**config.mk**
```make
export PLATFORM = sky130hd
export DESIGN_NAME = instruction_fetch_unit
export DESIGN_NICKNAME = d
export VERILOG_FILES = /design/src/rtl/instruction_fetch_unit.sv
export SDC_FILE = /design/constraint.sdc
export NUM_CORES = 1
export LEC_CHECK = 0
export ABC_AREA = 1
export CAP_MARGIN = 20
export CORE_AREA = 2 2 100 111
export DETAILED_ROUTE_END_ITERATION = 10
export DIE_AREA = 0 0 102 113
export GPL_ROUTABILITY_DRIVEN = 0
export GPL_TIMING_DRIVEN = 1
export PLACE_DENSITY_LB_ADDON = 0.3
export SLEW_MARGIN = 20
export SYNTH_ARGS = -nofsm -noshare
export SYNTH_HDL_FRONTEND = slang
export SYNTH_SLANG_ARGS = --single-unit
```
**constraint.sdc**
```tcl
create_clock -name clock -period 3.27 [get_ports clock]
set_input_delay 0.654 -clock clock [delete_from_list [all_inputs] [get_ports clock]]
set_output_delay 0.654 -clock clock [all_outputs]
set_load 0.1 [all_outputs]
```
**src/rtl/instruction_fetch_unit.sv**
```systemverilog
// Instruction fetch unit: streams sequential word addresses to a synchronous
// instruction memory and presents one registered instruction per cycle to
// decode. A one-entry skid buffer absorbs the in-flight read when decode
// stalls, so no fetched word is lost or duplicated. A redirect restarts
// fetch at a new target and flushes everything in flight.
module instruction_fetch_unit #(
  parameter logic [15:0] RESET_PC = 16'h0000
) (
  input  logic        clock,
  input  logic        reset,
  output logic [15:0] AddressBus,
  input  logic [15:0] InstructionReg,
  input  logic        stall,
  input  logic        redirect_valid,
  input  logic [15:0] redirect_pc,
  output logic [15:0] instr_out,
  output logic [15:0] pc_out,
  output logic        instr_valid
);

  // FILL: first read issued, nothing returned yet.
  // RUN:  memory data is flowing straight into the output register.
  // HOLD: output is stalled and the in-flight word sits in the skid buffer.
  typedef enum logic [1:0] {
    FILL = 2'd0,
    RUN  = 2'd1,
    HOLD = 2'd2
  } state_t;

  state_t      state_q, state_d;
  logic [15:0] pc_q, pc_d;
  logic [15:0] inflight_pc_q, inflight_pc_d;
  logic [15:0] skid_q, skid_d;
  logic [15:0] skid_pc_q, skid_pc_d;
  logic [15:0] instr_q, instr_d;
  logic [15:0] pc_out_q, pc_out_d;
  logic        valid_q, valid_d;

  // The address bus is the pc register itself: no input reaches it combinationally.
  assign AddressBus  = pc_q;
  assign instr_out   = instr_q;
  assign pc_out      = pc_out_q;
  assign instr_valid = valid_q;

  // Next-state logic; redirect overrides every state and any stall.
  always_comb begin
    state_d       = state_q;
    pc_d          = pc_q;
    inflight_pc_d = inflight_pc_q;
    skid_d        = skid_q;
    skid_pc_d     = skid_pc_q;
    instr_d       = instr_q;
    pc_out_d      = pc_out_q;
    valid_d       = valid_q;

    if (redirect_valid) begin
      // Whatever is on the output is either consumed this edge or abandoned;
      // the skid and in-flight reads are simply never used again.
      pc_d    = redirect_pc;
      valid_d = 1'b0;
      state_d = FILL;
    end else begin
      case (state_q)
        FILL: begin
          inflight_pc_d = pc_q;
          pc_d          = pc_q + 16'd1;
          state_d       = RUN;
        end
        RUN: begin
          if (!valid_q || !stall) begin
            instr_d       = InstructionReg;
            pc_out_d      = inflight_pc_q;
            valid_d       = 1'b1;
            inflight_pc_d = pc_q;
            pc_d          = pc_q + 16'd1;
          end else begin
            // Memory data for inflight_pc is only valid this cycle; park it.
            // pc is held, so memory keeps re-reading the next address.
            skid_d    = InstructionReg;
            skid_pc_d = inflight_pc_q;
            state_d   = HOLD;
          end
        end
        HOLD: begin
          if (!stall) begin
            instr_d       = skid_q;
            pc_out_d      = skid_pc_q;
            valid_d       = 1'b1;
            inflight_pc_d = pc_q;
            pc_d          = pc_q + 16'd1;
            state_d       = RUN;
          end
        end
        default: begin
          state_d = FILL;
        end
      endcase
    end
  end

  // State register; reset wins over redirect and stall from any state.
  always_ff @(posedge clock) begin
    if (reset) begin
      state_q       <= FILL;
      pc_q          <= RESET_PC;
      inflight_pc_q <= 16'h0000;
      skid_q        <= 16'h0000;
      skid_pc_q     <= 16'h0000;
      instr_q       <= 16'h0000;
      pc_out_q      <= 16'h0000;
      valid_q       <= 1'b0;
    end else begin
      state_q       <= state_d;
      pc_q          <= pc_d;
      inflight_pc_q <= inflight_pc_d;
      skid_q        <= skid_d;
      skid_pc_q     <= skid_pc_d;
      instr_q       <= instr_d;
      pc_out_q      <= pc_out_d;
      valid_q       <= valid_d;
    end
  end

endmodule
```
# [Word-level counts from Yosys, hierarchy flattened]
# Index checks and enable logic that the tools add are counted.
# W data, S select, Z words.
[totals] input_bits=36 out_inout_bits=49 word_cells=51 register_bits=99
[op_classes] eq_ne=7 reduce_logical=14 add_sub_neg=1 mux=19 bitwise=2
[op_table] op="$mux W16" count=9
[op_table] op="$pmux W16 S3" count=2
[op_table] op="$pmux W16 S2" count=2
[op_table] op="$add A16 B1 Y16 const B" count=1
[op_table] op="$reduce_and A3 Y1" count=3
[op_table] op="$reduce_and A4 Y1" count=2
[op_table] op="$ne A2 B2 Y1 const B" count=3
[op_table] op="$ne A3 B3 Y1 const B" count=2
[op_table] op="$pmux W2 S3" count=1
[op_table] op="$mux W2" count=2
[op_table] op="$reduce_bool A4 Y1" count=1
[op_table] op="$reduce_bool A3 Y1" count=1
[op_table] op="$eq A2 B1 Y1 const B" count=1
[op_table] op="$eq A2 B2 Y1 const B" count=1
[op_table] op="$logic_not A1 Y1" count=2
[op_table] op="$logic_not A2 Y1" count=1
[op_table] op="$mux W1" count=2
[op_table] op="$not A1 Y1" count=2
[op_table] op="$pmux W1 S2" count=1
[op_table] op="$reduce_and A2 Y1" count=1
[op_table] op="$reduce_bool A2 Y1" count=1
[op_table] op="$reduce_or A2 Y1" count=1
[op_table] op="$logic_or A1 B1 Y1" count=1

# [Depth between registers and ports, before layout]
# Gate-level depths: netlist of the first run.
[depth] ltp_word=5 mapped_depth=12 depth_no_buf=10

# [Least setup slack after synthesis of the first run]
# OpenSTA, ideal clock, no wires.
[synth_timing] path_type="register -> register" from="register pc_q[0] (netlist: AddressBus[0])" to="register pc_q[10] (netlist: AddressBus[10])" path_buffers=0 required_ns=3.136 setup_time_ns=0.134 synth_period_minus_slack_ns=2.158 stages_incl_launch_ff=9 path_slack_ns=1.112 arrival_ns=2.024 path_cell_list="dfxtp_1 -> ha_1 -> nand3_1 -> inv_1 -> nand2_1 -> o21ai_0 -> nand3_1 -> nand2_1 -> a21oi_1"
[synth_between] elab_chain_cells=4 word_cells_on_any_way=5 cone_classes="add/sub: 1; mux: 4"
[synth_lines] element="start: declaration" line_no="31" text="logic [15:0] pc_q, pc_d;"
[synth_lines] element="start signal: assignment" line_no="114" text="pc_q <= pc_d;"
[synth_lines] element="$add A16 B1 Y16 (*)" line_no="66, 75, 90"
[synth_lines] element="$mux W16 (on tied branches)" line_no="85, 70"
[synth_lines] element="$pmux W16 S3 (*)" line_no="63" text="case (state_q)"
[synth_lines] element="$mux W16 (*)" line_no="56" text="if (redirect_valid) begin"
# Every way passes the cells marked *; elsewhere a longest branch is shown, timed or not. The select of a mux whose other input is x is not followed.
# A chain may end at the register's enable or synchronous reset.

# [Worst setup path after layout of the first run]
[layout_timing] from="input redirect_valid" to="register pc_q[4] (netlist: AddressBus[4])"
[layout_between] elab_chain_cells=2 word_cells_on_any_way=5 cone_classes="eq/ne: 2; mux: 1; reduce/logical: 2"
[layout_lines] element="start: declaration" line_no="14" text="input logic redirect_valid,"
[layout_lines] element="$ne A3 B3 Y1 (no line) / $reduce_bool A4 Y1 (equally long branches)"
[layout_lines] element="$reduce_and A3 Y1 (no line)"
# Several ways; a longest one is shown, not always the timed one.

==> metrics.txt, run 1 <==
ys flop type=dfxtp_1; first-pass GRT wire length=16,710 um; Final Core Density=0.5437; Post-CTS Hold Fix Bufs=0; # fillers=1,015; reg2reg path depth=10; Critical-path top delay cell=clkdlybuf4s50_1; Slew Limit Fails=0; crit path DAT=around 2.6 ns; # rows=39; die height=113 um; CP Launch Type=primary input; Worst IR Drop VDD=297.4 uV; clock root cell=clkbuf_16; Final Setup Violations=0; Reg area=1982 sq um; Hold Fails Final Rpt=0; Max Freq=roughly 430 MHz; Rel. slew slack=0.6258; status=complete, no violations; remaining antenna violation count after routing=0; Worst setup EP type=register; mux contribution to synthesized area=0.004463; Remaining DRCs=0; Synth Area in Adders=0.01953; Yosys reg bits=99; PortBufs=84; post-synthesis compound-gate area fraction=0.2360; vias in the first global route=3,666; Overflow after GRT=0; Yosys cell types=31; pwr/cell area=a little over 600 nW/um^2; clock sink total=99; slew at the pin closest to its max-slew limit=0.5614 ns; antenna cells=0; Worst Path Required=3.49 ns; H-tree Lvls=3; CP cell instances=clkdlybuf4s50_1 > inv_4 > nand3_1 > nand3_4 > inv_1 > o21ai_0 > a21oi_1; starting density of the core=0.4336; placed cell count=824; Period minus WS final=between 2 and 2.5 ns; router iterations before antenna repair=5; Max Clock Skew=0.005769 ns; TritonCTS clock tree=yes; Post-synth EDFFs=0; syn avg cell area=~7.1 sq um; die area=11,530 sq um; LEAKAGE=2.344 nW; DRT iter0 DRCs=169; Nets=735; Syn Inst Count=~630; Die X=between 100 and 150 um; number of synthesis warnings=0; mapped cell area=4486 sq um; hold depth=2; GRT Util Overall=0.1763; Setup CP Type=primary input to register; Post-CTS Setup Inserts=0; final worst-path cycle share=0.7183; max-cap viol count=0; unrepaired setup endpoints after global routing=false; initial antenna violation count=0; async set or reset register ratio after synthesis=0; footprint of the multi-input gates=2008 sq um; Synth Area in XOR/XNOR=0.01172; Crit Path Max Fanout=30; worst min-delay path class=register to register; DR vias=4,006; Ports=85; Simple-Gate Fraction of Synth Area=0.1741; Core ar.=between 10,000 and 15,000 sq um; HPWL after DPL=6607 um; clk_lat worst skew=0.34 ns; clock buffers created by TritonCTS=9; DR vias/cell=roughly 4.8; cts repair resizes=0; Seq/Total Area, Yosys=0.4418; Post-DP Area=5263 sq um; fin cells=840; largest net degree at the start of global routing=81; Area Overhead vs Synth=25.38%; final wirelength=9755 um; fraction of layout cells with a size suffix above 1=0.1291; largest family of logic cells by synthesized area=compound AO/OA/AOI/OAI gates; post-route cell area=5624 sq um; Critical Path Max Stage Delay=around 0.64 ns; WL per Instance=between 10 and 15 um; Synth Net Count=671; Reg clk slew, reported paths=0.07 ns; Max Root-Sink Buffers=2; setup_tns=0 ns
[kinds of logic after synthesis]
group | count (synthesis)
and+or+nand+nor | 185
xor gates and xnor gates | 6
AOI/OAI and AO/OA | 209
adders and majority gates | 7
muxes | 2
DFF | 99
buffers and inverters | 120
[synthesized netlist by cell type (3+ instances only)]
| master | instances | share of area |
|---|---|---|
| nand2_1 | 105 | 0.088 |
| dfxtp_1 | 99 | 0.44 |
| nand4_1 | 3 | 0.0042 |
| ha_1 | 7 | 0.020 |
| inv_2 | 3 | 0.0025 |
| xor2_1 | 4 | 0.0078 |
| o21ai_0 | 105 | 0.12 |
| nor2_2 | 5 | 0.0070 |
| o21ai_1 | 10 | 0.011 |
| nand3_1 | 17 | 0.019 |
| a21oi_1 | 89 | 0.099 |
| buf_2 | 17 | 0.019 |
| inv_1 | 78 | 0.065 |
| clkbuf_1 | 13 | 0.011 |
| buf_4 | 4 | 0.0067 |
| nor2_1 | 48 | 0.040 |
[worst max-delay path: cells and delay by family]
| family | cells | cell delay, ns |
|---|---|---|
| compound gates | 2 | 0.26 |
| buf+inv | 3 | 1.18 |
| simple gates | 2 | 0.47 |
[where the power goes]
part           internal (mW)  switching (mW)  leakage, nW
sequential              1.28          0.0641        0.809
combinational          0.196           0.604         1.36
clock                  0.809           0.438        0.179
total                   2.29            1.11         2.34
[final timing paths]
| kind | slack [ns] | to | startpoint |
|---|---|---|---|
| max | 0.92 | AddressBus[4] | redirect_valid |
| min reg2reg | 0.44 | instr_out[3] | instr_out[3] |
| min | 0.44 | instr_out[3] | instr_out[3] |
| max reg2reg | 1.31 | AddressBus[4] | state_q[0] |
[final cells by class]
class                   instances  area share
multi-input cells             409      0.3571
clock buffers                  12     0.04739
well taps                     143     0.03181
repair buffers                 91      0.1393
clock inverters                 4     0.01691
inverters                      82     0.05517
flip-flops and latches         99      0.3524
[cells in the final DEF, fill, tap and decap left out, types with 2 or more instances in the layout]
cell             instances
a21oi_1                 89
buf_4                   55
xnor2_1                  2
clkdlybuf4s50_1         35
clkbuf_8                 3
nand3_2                  2
nor2_1                  48
dfxtp_1                 99
inv_1                   77
bufinv_16                3
mux2i_1                  2
nand2_1                105
nand3_1                 17
nand4_1                  3
xor2_1                   4
a31oi_1                  2
nor2_2                   5
o21ai_1                 10
clkbuf_16                9
inv_2                    4
o21ai_0                105
ha_1                     6
[sequential cells by signal, indices dropped and copies added (netlist names)]
name / count
pc_out: 16
skid_pc_q: 16
skid_q: 16
state_q: 2
instr_out: 16
AddressBus: 16
inflight_pc_q: 16
instr_valid: 1
[layer usage]
metal  share of wire  GRT usage  vias up
met3           0.054    0.03397       11
met5               0          0        -
li1                -          -     2159
met4           0.014    0.05956        0
met1            0.50     0.2433     1739
met2            0.43     0.2763       97
[through the flow]
step	total power [mW]	setup WS [ns]	hold WS (ns)
5_1_grt	3.527	0.7085	0.4695
4_1_cts	3.419	0.9269	0.4471
6_report	3.392	0.9211	0.4448
3_5_place_dp	2.173	0.5854	0.4370
2_1_floorplan	1.987	1.112	0.4445
3_3_place_gp	2.163	0.6683	0.4337
(Power assumes the default switching activity.)
==> run 2, diff against run 1 <==
Clock period 3.27 ns to 2.25 ns, I/O delays scaled along.
==> run 2 against run 1 <==
Against the previous run:
- combinational power increased by 48%
- routed wire length fell by 0.95%
- critical path depth is 4 higher
- count of clock-buffer cells in the layout decreased by 3
- die area stayed put
- largest cell class unchanged
- largest power group unchanged
==> metrics.txt, run 2 (synthesis results as in run 1) <==
clock root cell=clkbuf_16; remaining antenna violation count after routing=0 (unchanged); family with the most delay on the worst path=buffers and inverters; clk_lat worst skew=0.34 ns (about the same); internal power=3.028 mW (+32%); Period minus WS final=between 1.5 and 2 ns; Worst IR Drop VDD=348.0 uV (+17%); die area=11,530 sq um (unchanged); Post-CTS Setup Inserts=0 (unchanged); vias in the first global route=3,652 (-0.38%); die height=113 um (unchanged); GRT Util Overall=0.1694 (-0.006943); Setup CP Type=register to register; Final Setup Violations=0 (unchanged); CP most frequent cell=inv_2; Final Core Density=0.5437 (unchanged); cts repair resizes=0 (unchanged); Comb pwr share=0.252 (+0.016); CP Launch Type=register; Critical-path top delay cell=dfxtp_1; switch share=0.3525 (+0.02640); largest net degree at the start of global routing=81 (unchanged); Post-CTS Hold Fix Bufs=0 (unchanged); Tot Pwr=4.677 mW (+38%); Slew Limit Fails=0 (unchanged); Crit Path Max Fanout=17 (-43%); Overflow after GRT=0 (unchanged); worst min-delay path class=register to register; Hold Fails Final Rpt=0 (unchanged); Ports=85 (unchanged); initial antenna violation count=0 (unchanged); first-pass GRT wire length=16,130 um (-3.5%); slew at the pin closest to its max-slew limit=0.4700 ns (-0.09131 ns); Seq pwr share=0.417 (+0.020); Max Root-Sink Buffers=2 (unchanged); H-tree Lvls=3 (unchanged); Remaining DRCs=0 (unchanged); Net Sw Power=1.649 mW (+49%); setup_tns=0 ns (unchanged); DRT iter0 DRCs=148 (-12%); crit path DAT=2.06 ns (-0.51 ns); Max Freq=549.4 MHz; clock buffers created by TritonCTS=9 (unchanged); final wirelength=9662 um (-0.95%); LEAKAGE=2.336 nW (-0.34%); starting density of the core=0.4336 (unchanged); Nets=738 (+0.41%); clock sink total=99 (unchanged); DR vias=4,068 (+1.5%); WHS=0.4435 ns (-0.001358 ns); HPWL after DPL=6780 um (+2.6%); # rows=39 (unchanged); clock network fraction of total power=0.331 (-0.037); commonest cells after routing, fill and taps aside=nand2_1, o21ai_0, dfxtp_1; Worst Path Required=2.49 ns (-1.00 ns); antenna cells=0 (unchanged); footprint of the multi-input gates=2008 sq um (unchanged); Critical Path Max Stage Delay=0.43 ns (-0.21 ns); Reg clk slew, reported paths=0.07 ns (about the same); CP Buf/Inv Count=4 (+1); DR vias/cell=4.826 (+1.2%); # fillers=1,026 (+1.1%); Core ar.=10,340 sq um (unchanged); max-cap viol count=0 (unchanged); Max Clock Skew=0.007801 ns (+0.002032 ns); TritonCTS clock tree=yes; unrepaired setup endpoints after global routing=false; Area Overhead vs Synth=25.38% (unchanged); fraction of layout cells with a size suffix above 1=0.1329 (+0.003732); PortBufs=84 (unchanged); router iterations before antenna repair=4 (-1); CP cell instances=inv_1 > ha_2 > inv_2 > nand2_2 > inv_2 > nand3_2 > nand3_4 > buf_4 > nor2_1 > nand2_1 > a21oi_2; status=complete, no violations; pwr/cell area=831.6 nW/um^2 (+38%); placed cell count=827 (+0.36%); Worst setup EP type=register; Reg area=1982 sq um (unchanged); WL per Instance=11.46 um (-1.3%); final worst-path cycle share=0.8089; Die X=102 um (unchanged); Rel. slew slack=0.6866 (+0.06088); fin cells=843 (+0.36%)
## run 2: cell types whose count changed in the layout (fill, tap and decap cells not counted)
cell        before  now
buf_12           1    4
bufinv_16        3    1
clkbuf_8         3    0
clkinv_4         0    1
clkinvlp_4       0    2
inv_6            0    2
## run 2: power by group through the flow
stage / logic (mW) / registers, mW / clock network (mW)
2_1_floorplan: 0.341 / 2.55 / 0
3_3_place_gp: 1.16 / 1.99 / 0
3_5_place_dp: 1.18 / 1.99 / 0
4_1_cts: 1.18 / 1.95 / 1.57
5_1_grt: 1.26 / 1.97 / 1.64
6_report: 1.18 / 1.95 / 1.55
## run 2: routing by layer
metal	part of all wire	wire length (um)	GRT usage
met1	0.50	4867	0.2338
met2	0.43	4168	0.2658
met3	0.045	435	0.02471
met4	0.020	191	0.06756
met5	0	0	0
## run 2: worst register-to-register path: stages, from the launching register on
cell	delay, ns
dfxtp_1	0.43
inv_1	0.09
ha_2	0.23
inv_2	0.16
nand2_2	0.09
inv_2	0.07
nand3_2	0.08
nand3_4	0.12
buf_4	0.25
nor2_1	0.07
nand2_1	0.08
a21oi_2	0.05
## run 2: final timing paths
path	from	endpoint	slack, ns	cells past startpoint
hold reg to reg	instr_out[0]	instr_out[0]	0.44	2
setup / recovery	state_q[0]	AddressBus[8]	0.43	11
setup reg to reg	state_q[0]	AddressBus[8]	0.43	11
hold / removal	instr_out[0]	instr_out[0]	0.44	2
## run 2: per-stage QoR
stage | setup slack (ns) | cell area, sq um
floorplan | 0.09208 | 4486
global placement | 0.2332 | 5323
detailed placement | 0.1812 | 5323
CTS | 0.4271 | 5624
global route | 0.2490 | 5624
finish | 0.4299 | 5624
## run 2: cell type report
class,count,area share
Tap cell,143,0.03181
Clock inverter,7,0.01357
Timing Repair Buffer,94,0.1499
Multi-Input combinational cell,409,0.3571
Inverter,82,0.05517
Sequential cell,99,0.3524
Clock buffer,9,0.04004
